$ cat src/rtl/serial_adder_pkg.sv
// -----------------------------------------------------------------------------
// serial_adder_pkg
// Shared definitions for the digit-serial adder:
//   - state_e      : sequencer states (IDLE / RUN / DONE)
//   - steps_of     : number of digit steps for a WIDTH/DIGIT pair
//   - params_ok    : legality of a WIDTH/DIGIT pair
//   - full_add     : the 1-bit full adder cell used as the per-bit slice
// -----------------------------------------------------------------------------
package serial_adder_pkg;

    typedef enum logic [1:0] {
        IDLE = 2'b00,
        RUN  = 2'b01,
        DONE = 2'b10
    } state_e;

    // Number of clock steps needed to consume a WIDTH-bit operand DIGIT bits
    // at a time; returns 0 for a zero digit so the legality check can reject it.
    function automatic int unsigned steps_of(input int unsigned w, input int unsigned d);
        int unsigned r;
        if (d == 32'd0) begin
            r = 32'd0;
        end else begin
            r = w / d;
        end
        return r;
    endfunction

    // A configuration is legal when both sizes are non-zero and the digit
    // divides the width exactly.
    function automatic logic params_ok(input int unsigned w, input int unsigned d);
        logic ok;
        if ((w >= 32'd1) && (d >= 32'd1) && (d <= w)) begin
            ok = ((w % d) == 32'd0);
        end else begin
            ok = 1'b0;
        end
        return ok;
    endfunction

    // 1-bit full adder: returns {carry_out, sum_bit}.
    function automatic logic [1:0] full_add(input logic x, input logic y, input logic ci);
        logic s;
        logic co;
        s  = x ^ y ^ ci;
        co = (x & y) | (ci & (x ^ y));
        return {co, s};
    endfunction

endpackage

$ cat src/rtl/serial_adder_ripple_digit.sv
// -----------------------------------------------------------------------------
// ripple_digit
// Combinational DIGIT-bit ripple-carry adder built from the 1-bit full adder
// cell, one cell per bit.
// Ports:
//   x, y : DIGIT-bit addends
//   ci   : carry into bit 0
//   s    : DIGIT-bit sum
//   co   : carry out of the top bit
// -----------------------------------------------------------------------------
module ripple_digit
    import serial_adder_pkg::*;
#(
    parameter int unsigned DIGIT = 1
) (
    input  logic [DIGIT-1:0] x,
    input  logic [DIGIT-1:0] y,
    input  logic             ci,
    output logic [DIGIT-1:0] s,
    output logic             co
);

    logic [DIGIT:0] c_s;

    assign c_s[0] = ci;

    for (genvar i = 0; i < DIGIT; i++) begin : g_bit
        assign {c_s[i+1], s[i]} = full_add(x[i], y[i], c_s[i]);
    end

    assign co = c_s[DIGIT];

endmodule

$ cat src/rtl/serial_adder.sv
// -----------------------------------------------------------------------------
// serial_adder
// Multi-cycle adder computing a + b + cin over WIDTH bits, DIGIT bits per
// clock, with a registered carry between digits.
// Ports:
//   clk       : rising-edge clock
//   rst_n     : synchronous active-low reset
//   in_valid  : operands present            in_ready : accepting (IDLE only)
//   a, b, cin : operands and carry-in
//   out_valid : result present              out_ready: consumer takes result
//   sum       : a+b+cin mod 2^WIDTH
//   cout      : unsigned carry-out
//   overflow  : two's-complement overflow
// sum/cout/overflow are registered and only change when a result completes,
// so they hold their last result outside DONE.
// -----------------------------------------------------------------------------
module serial_adder
    import serial_adder_pkg::*;
#(
    parameter int unsigned WIDTH = 8,
    parameter int unsigned DIGIT = 1
) (
    input  logic             clk,
    input  logic             rst_n,
    input  logic             in_valid,
    output logic             in_ready,
    input  logic [WIDTH-1:0] a,
    input  logic [WIDTH-1:0] b,
    input  logic             cin,
    output logic             out_valid,
    input  logic             out_ready,
    output logic [WIDTH-1:0] sum,
    output logic             cout,
    output logic             overflow
);

    localparam int unsigned STEPS = steps_of(WIDTH, DIGIT);
    localparam int unsigned CW    = (STEPS < 32'd1) ? 32'd1 : $clog2(STEPS + 32'd1);

    if (!params_ok(WIDTH, DIGIT)) begin : g_bad_params
        $error("serial_adder: WIDTH must be >= 1 and a multiple of DIGIT");
    end

    state_e           state_q,    state_d;
    logic [CW-1:0]    cnt_q,      cnt_d;
    logic             carry_q,    carry_d;
    logic [WIDTH-1:0] a_sh_q,     a_sh_d;
    logic [WIDTH-1:0] b_sh_q,     b_sh_d;
    logic [WIDTH-1:0] sum_sh_q,   sum_sh_d;
    logic             a_msb_q,    a_msb_d;
    logic             b_msb_q,    b_msb_d;
    logic [WIDTH-1:0] sum_q,      sum_d;
    logic             cout_q,     cout_d;
    logic             ovf_q,      ovf_d;
    logic             out_valid_q, out_valid_d;

    logic [DIGIT-1:0] dig_s;
    logic             dig_c_s;
    logic [WIDTH-1:0] sum_next_s;

    ripple_digit #(
        .DIGIT (DIGIT)
    ) u_digit (
        .x  (a_sh_q[DIGIT-1:0]),
        .y  (b_sh_q[DIGIT-1:0]),
        .ci (carry_q),
        .s  (dig_s),
        .co (dig_c_s)
    );

    // New digit enters at the top while the partial sum shifts down; after
    // STEPS shifts the first digit has landed in bits [DIGIT-1:0].
    assign sum_next_s = (sum_sh_q >> DIGIT) | (WIDTH'(dig_s) << (WIDTH - DIGIT));

    // Sequencer: next-state, datapath updates and result capture.
    always_comb begin
        state_d     = state_q;
        cnt_d       = cnt_q;
        carry_d     = carry_q;
        a_sh_d      = a_sh_q;
        b_sh_d      = b_sh_q;
        sum_sh_d    = sum_sh_q;
        a_msb_d     = a_msb_q;
        b_msb_d     = b_msb_q;
        sum_d       = sum_q;
        cout_d      = cout_q;
        ovf_d       = ovf_q;
        out_valid_d = out_valid_q;

        case (state_q)
            IDLE: begin
                if (in_valid) begin
                    a_sh_d   = a;
                    b_sh_d   = b;
                    sum_sh_d = '0;
                    carry_d  = cin;
                    a_msb_d  = a[WIDTH-1];
                    b_msb_d  = b[WIDTH-1];
                    cnt_d    = '0;
                    state_d  = RUN;
                end else begin
                    state_d  = IDLE;
                end
            end
            RUN: begin
                carry_d  = dig_c_s;
                a_sh_d   = a_sh_q >> DIGIT;
                b_sh_d   = b_sh_q >> DIGIT;
                sum_sh_d = sum_next_s;
                cnt_d    = cnt_q + CW'(1);
                if (cnt_q == CW'(STEPS - 32'd1)) begin
                    // Last digit: publish the result in the same edge so
                    // out_valid rises exactly STEPS edges after acceptance.
                    state_d     = DONE;
                    sum_d       = sum_next_s;
                    cout_d      = dig_c_s;
                    ovf_d       = (a_msb_q == b_msb_q) && (dig_s[DIGIT-1] != a_msb_q);
                    out_valid_d = 1'b1;
                end else begin
                    state_d     = RUN;
                end
            end
            DONE: begin
                if (out_ready) begin
                    state_d     = IDLE;
                    out_valid_d = 1'b0;
                end else begin
                    state_d     = DONE;
                end
            end
            default: begin
                state_d     = IDLE;
                out_valid_d = 1'b0;
            end
        endcase
    end

    // State and datapath registers with synchronous active-low reset.
    always_ff @(posedge clk) begin
        if (!rst_n) begin
            state_q     <= IDLE;
            cnt_q       <= '0;
            carry_q     <= 1'b0;
            a_sh_q      <= '0;
            b_sh_q      <= '0;
            sum_sh_q    <= '0;
            a_msb_q     <= 1'b0;
            b_msb_q     <= 1'b0;
            sum_q       <= '0;
            cout_q      <= 1'b0;
            ovf_q       <= 1'b0;
            out_valid_q <= 1'b0;
        end else begin
            state_q     <= state_d;
            cnt_q       <= cnt_d;
            carry_q     <= carry_d;
            a_sh_q      <= a_sh_d;
            b_sh_q      <= b_sh_d;
            sum_sh_q    <= sum_sh_d;
            a_msb_q     <= a_msb_d;
            b_msb_q     <= b_msb_d;
            sum_q       <= sum_d;
            cout_q      <= cout_d;
            ovf_q       <= ovf_d;
            out_valid_q <= out_valid_d;
        end
    end

    assign in_ready  = (state_q == IDLE);
    assign out_valid = out_valid_q;
    assign sum       = sum_q;
    assign cout      = cout_q;
    assign overflow  = ovf_q;

endmodule

$ cat config.mk
export PLATFORM = sky130hd
export DESIGN_NAME = serial_adder
export DESIGN_NICKNAME = d
export VERILOG_FILES = /design/src/rtl/serial_adder_pkg.sv /design/src/rtl/serial_adder_ripple_digit.sv /design/src/rtl/serial_adder.sv
export SDC_FILE = /design/constraint.sdc
export NUM_CORES = 1
export LEC_CHECK = 0
export CELL_PAD_IN_SITES_DETAIL_PLACEMENT = 1
export CELL_PAD_IN_SITES_GLOBAL_PLACEMENT = 2
export CORE_MARGIN = 4
export CORE_UTILIZATION = 33
export CTS_CLUSTER_SIZE = 8
export DETAILED_ROUTE_END_ITERATION = 7
export GPL_TIMING_DRIVEN = 0
export HOLD_SLACK_MARGIN = 0.15
export PLACE_DENSITY = 0.86
export SLEW_MARGIN = 20
export SYNTH_ARGS = -nofsm -noshare
export SYNTH_HDL_FRONTEND = slang
export SYNTH_SLANG_ARGS = --single-unit
$ cat constraint.sdc
create_clock -name clk -period 2.3 [get_ports clk]
set_input_delay 0.46 -clock clk [delete_from_list [all_inputs] [get_ports clk]]
set_output_delay 0.46 -clock clk [all_outputs]
set_load 0.005 [all_outputs]
==> qor.yml <==
routing:
  drc: 0
  drt_iter0_drc: 59
  route.vias.total: 1622
  wl_um: 4760
  ant_nets: 0
  drt-vias-per-instance: 5.22
  first_pass_iters: 4
  wire_per_inst_um: 15.3
clock_network:
  cts_made_buffers: 5
  cts_tree: "done"
  postCtsHoldBufs: 0
  cts_resized: 0
  cts.sinks: 43
  cts_setup_buffers: 0
  cts_buffer_depth: 2
  root_buffer: "clkbuf_8"
  clkTransAtPathRegs_ns: 0.09
  cts_max_level: 2
  clkLatencyLatePin_ns: 0.30
timing:
  drv_slew: 0
  fin_hold_ws_ns: 0.472
  rsz0062_at_grt: "false"
  period_needed_ns: 1.96
  setup_ws_ns: 0.343
  max_freq_mhz: 511
  post-route-period-util_pct: 85.1
  setup_viol: 0
  relSlewSlack_pct: 62.9
  tightest_slew_ns: 0.555
  timing.final.hold_violations: 0
  skew_ns: 0.00882
  tns_ns: 0
placed_design:
  hpwlAfterDp_um: 3400
  dpl.cell_count: 303
  post-place-ws_ns: 0.308
  place_area_um2: 2190
  port_buffers: 31
  gp_congestion: 0.736
global_route:
  grt-busiest-layer: "met2"
  grt_pass1_vias: 1662
  grt_use_met2_pct: 26.4
  grt_max_degree: 15
  grt_antenna_before_repair: 0
  grt_use_total_pct: 15.6
  overflow: 0
  use_met3_pct: 3.84
  grt_pass1_wl_um: 7930
  grtUsageMet1_pct: 19.7
power:
  finalPower_mw: 1.71
  p_leak_nw: 0.809
  peakVddDrop_mv: 0.350
  p_per_area_nw_per_um2: 737
synth:
  synth_fa_ha_area_share_pct: 1.81
  synth-edff-count: 0
  ys_seq_area_share_pct: 48.0
  synth_compound_area_share_pct: 23.7
  synth-seq-cells: 43
  synthXorXnorAreaFrac_pct: 0
  synth.mux.area_fraction_pct: 1.12
  async_flop_share_pct: 0
  syn_nets: 225
  synth_top_family_by_area: "compound AO/OA/AOI/OAI gates"
  synth_ff_type: "dfxtp_1"
  syn-cell-area_um2: 1790
  ys_warn_count: 0
  avgSynthCellArea_um2: 8.88
  synthSimpleGateAreaFrac_pct: 18.6
  yosysUniqueCellTypes: 36
  synthCells: 202
layout:
  final_cell_area_um2: 2330
  multi_input_comb_area_um2: 812
  stdcell_count: 311
  fin_util_pct: 45.0
  syn_to_final_growth_pct: 29.8
  fillCellCount: 607
  finalNetCount: 263
  antenna-diode-count: 0
  seq_area_um2: 861
  layout-drive-gt1-share_pct: 12.4
setup_path:
  required_ns: 1.84
  cp_max_fo: 10
  crit_path_end_kind: "primary output"
  crit_chain: "buf_2, nor2_1, clkdlybuf4s50_1"
  crit_buf_inv: 2
  slowest_delay_ns: 0.52
  r2r_start: "cnt_q[0]$_SDFFE_PN0P_"
  regToRegEndpoint: "cout$_SDFFE_PN0P_"
  crit_family: "buffers and inverters"
  cp_slowest_cell: "clkdlybuf4s50_1"
  critical_path_class: "reg -> out"
  r2r_setup_slack_ns: 0.77
  r2r_cells: 4
  cp-start-kind: "flip-flop"
  cp.arrival_ns: 1.50
run:
  maxCapViolCount: 0
floorplan:
  start_util_pct: 34.7
  design.die.area_um2: 6680
  chipWidth_um: 81.7
  chipHeight_um: 81.7
  coreArea_um2: 5170
  io_pins: 33
  std_cell_rows: 26
min_path:
  hp-class: "reg -> reg"
  hold-path-endpoint: "a_msb_q$_SDFFE_PN0P_"
  min_path_cells: 2
  worstHoldStart: "a_msb_q$_SDFFE_PN0P_"
outcome:
  status: "completed"
-- final cells by class --
type	instances	area share, %
sequential	43	37.0
multi-input combinational	138	34.9
timing repair buffer	31	13.3
buffer	15	4.19
tap	70	3.76
clock buffer	5	2.96
clock inverter	3	2.90
inverter	6	0.968
-- cell usage in the layout (no fill, tap or decap), types with 2 or more instances in the layout --
cell / Yosys / routed
a211oi_1: 3 / 3
a21oi_1: 32 / 32
a221oi_1: 2 / 2
buf_1: 2 / 2
buf_2: 8 / 8
buf_6: 2 / 2
bufinv_16: 0 / 2
clkbuf_1: 2 / 2
clkbuf_8: 0 / 5
clkdlybuf4s50_1: 0 / 31
dfxtp_1: 43 / 43
inv_1: 4 / 4
mux2i_1: 2 / 2
nand2_1: 17 / 17
nand2b_1: 4 / 4
nand3_1: 8 / 8
nand3_2: 8 / 8
nor2_1: 16 / 16
nor3_1: 2 / 2
o21ai_0: 16 / 16
o221ai_1: 6 / 6
o22ai_1: 8 / 8
-- routing by layer --
| layer | wire length [µm] | vias up |
|---|---|---|
| met3 | 176 | 6 |
| met1 | 2280 | 789 |
| met4 | 42 | 0 |
| li1 | - | 795 |
| met2 | 2260 | 32 |
| met5 | 0 | - |
-- worst max path at each step --
stage                                     start                       end  cells after the start
after floorplan            carry_q$_SDFFE_PN0P_     overflow$_SDFFE_PN0P_                      5
after global placement                 in_valid  sum_sh_q[6]$_SDFFE_PN0P_                      6
after detailed placement               in_valid  sum_sh_q[6]$_SDFFE_PN0P_                      6
after CTS                 state_q[0]$_SDFF_PN0_                  in_ready                      3
after global routing      state_q[0]$_SDFF_PN0_                  in_ready                      3
final                     state_q[0]$_SDFF_PN0_                  in_ready                      3
-- cells by family (layout without fill, tap and decap cells) --
group                    after synthesis  count (layout)
buffers and inverters                 21              60
flip-flops                            43              43
AO/OA/AOI/OAI                         72              72
AND/OR/NAND/NOR                       62              62
multiplexers                           2               2
adder cells (fa/ha/maj)                2               2
-- synth_stat cells (2+ instances only) --
cell type	n	area share [%]
nor3_1	2	0.56
inv_1	4	0.84
clkbuf_1	2	0.42
nand3_1	8	2.2
buf_2	8	2.2
buf_1	2	0.42
o21ai_0	16	4.5
buf_6	2	1.3
o221ai_1	6	2.9
dfxtp_1	43	48
nand2b_1	4	1.4
nand2_1	17	3.6
o22ai_1	8	2.8
a211oi_1	3	1.3
mux2i_1	2	1.1
a21oi_1	32	8.9
a221oi_1	2	0.98
nand3_2	8	4.5
nor2_1	16	3.3
-- sequential cells by signal, indices dropped and copies added, names as in the netlist --
| name | flops |
|---|---|
| a_msb_q | 1 |
| a_sh_q | 8 |
| b_msb_q | 1 |
| b_sh_q | 8 |
| carry_q | 1 |
| cnt_q | 4 |
| cout | 1 |
| out_valid | 1 |
| overflow | 1 |
| state_q | 2 |
| sum | 8 |
| sum_sh_q | 7 |
-- worst reg2reg max path, delay by kind of cell, from the launching register on --
family	cells	cell delay, ns
simple gates	2	0.67
compound gates	1	0.13
flops	1	0.38
fa+ha+maj	1	0.23
-- power by group --
group | leakage [nW] | internal [mW] | total [mW] | switching, mW
combinational | 0.393 | 0.0946 | 0.212 | 0.117
sequential | 0.351 | 0.780 | 0.800 | 0.0193
clock | 0.0644 | 0.433 | 0.703 | 0.270
(Power assumes the default switching activity.)
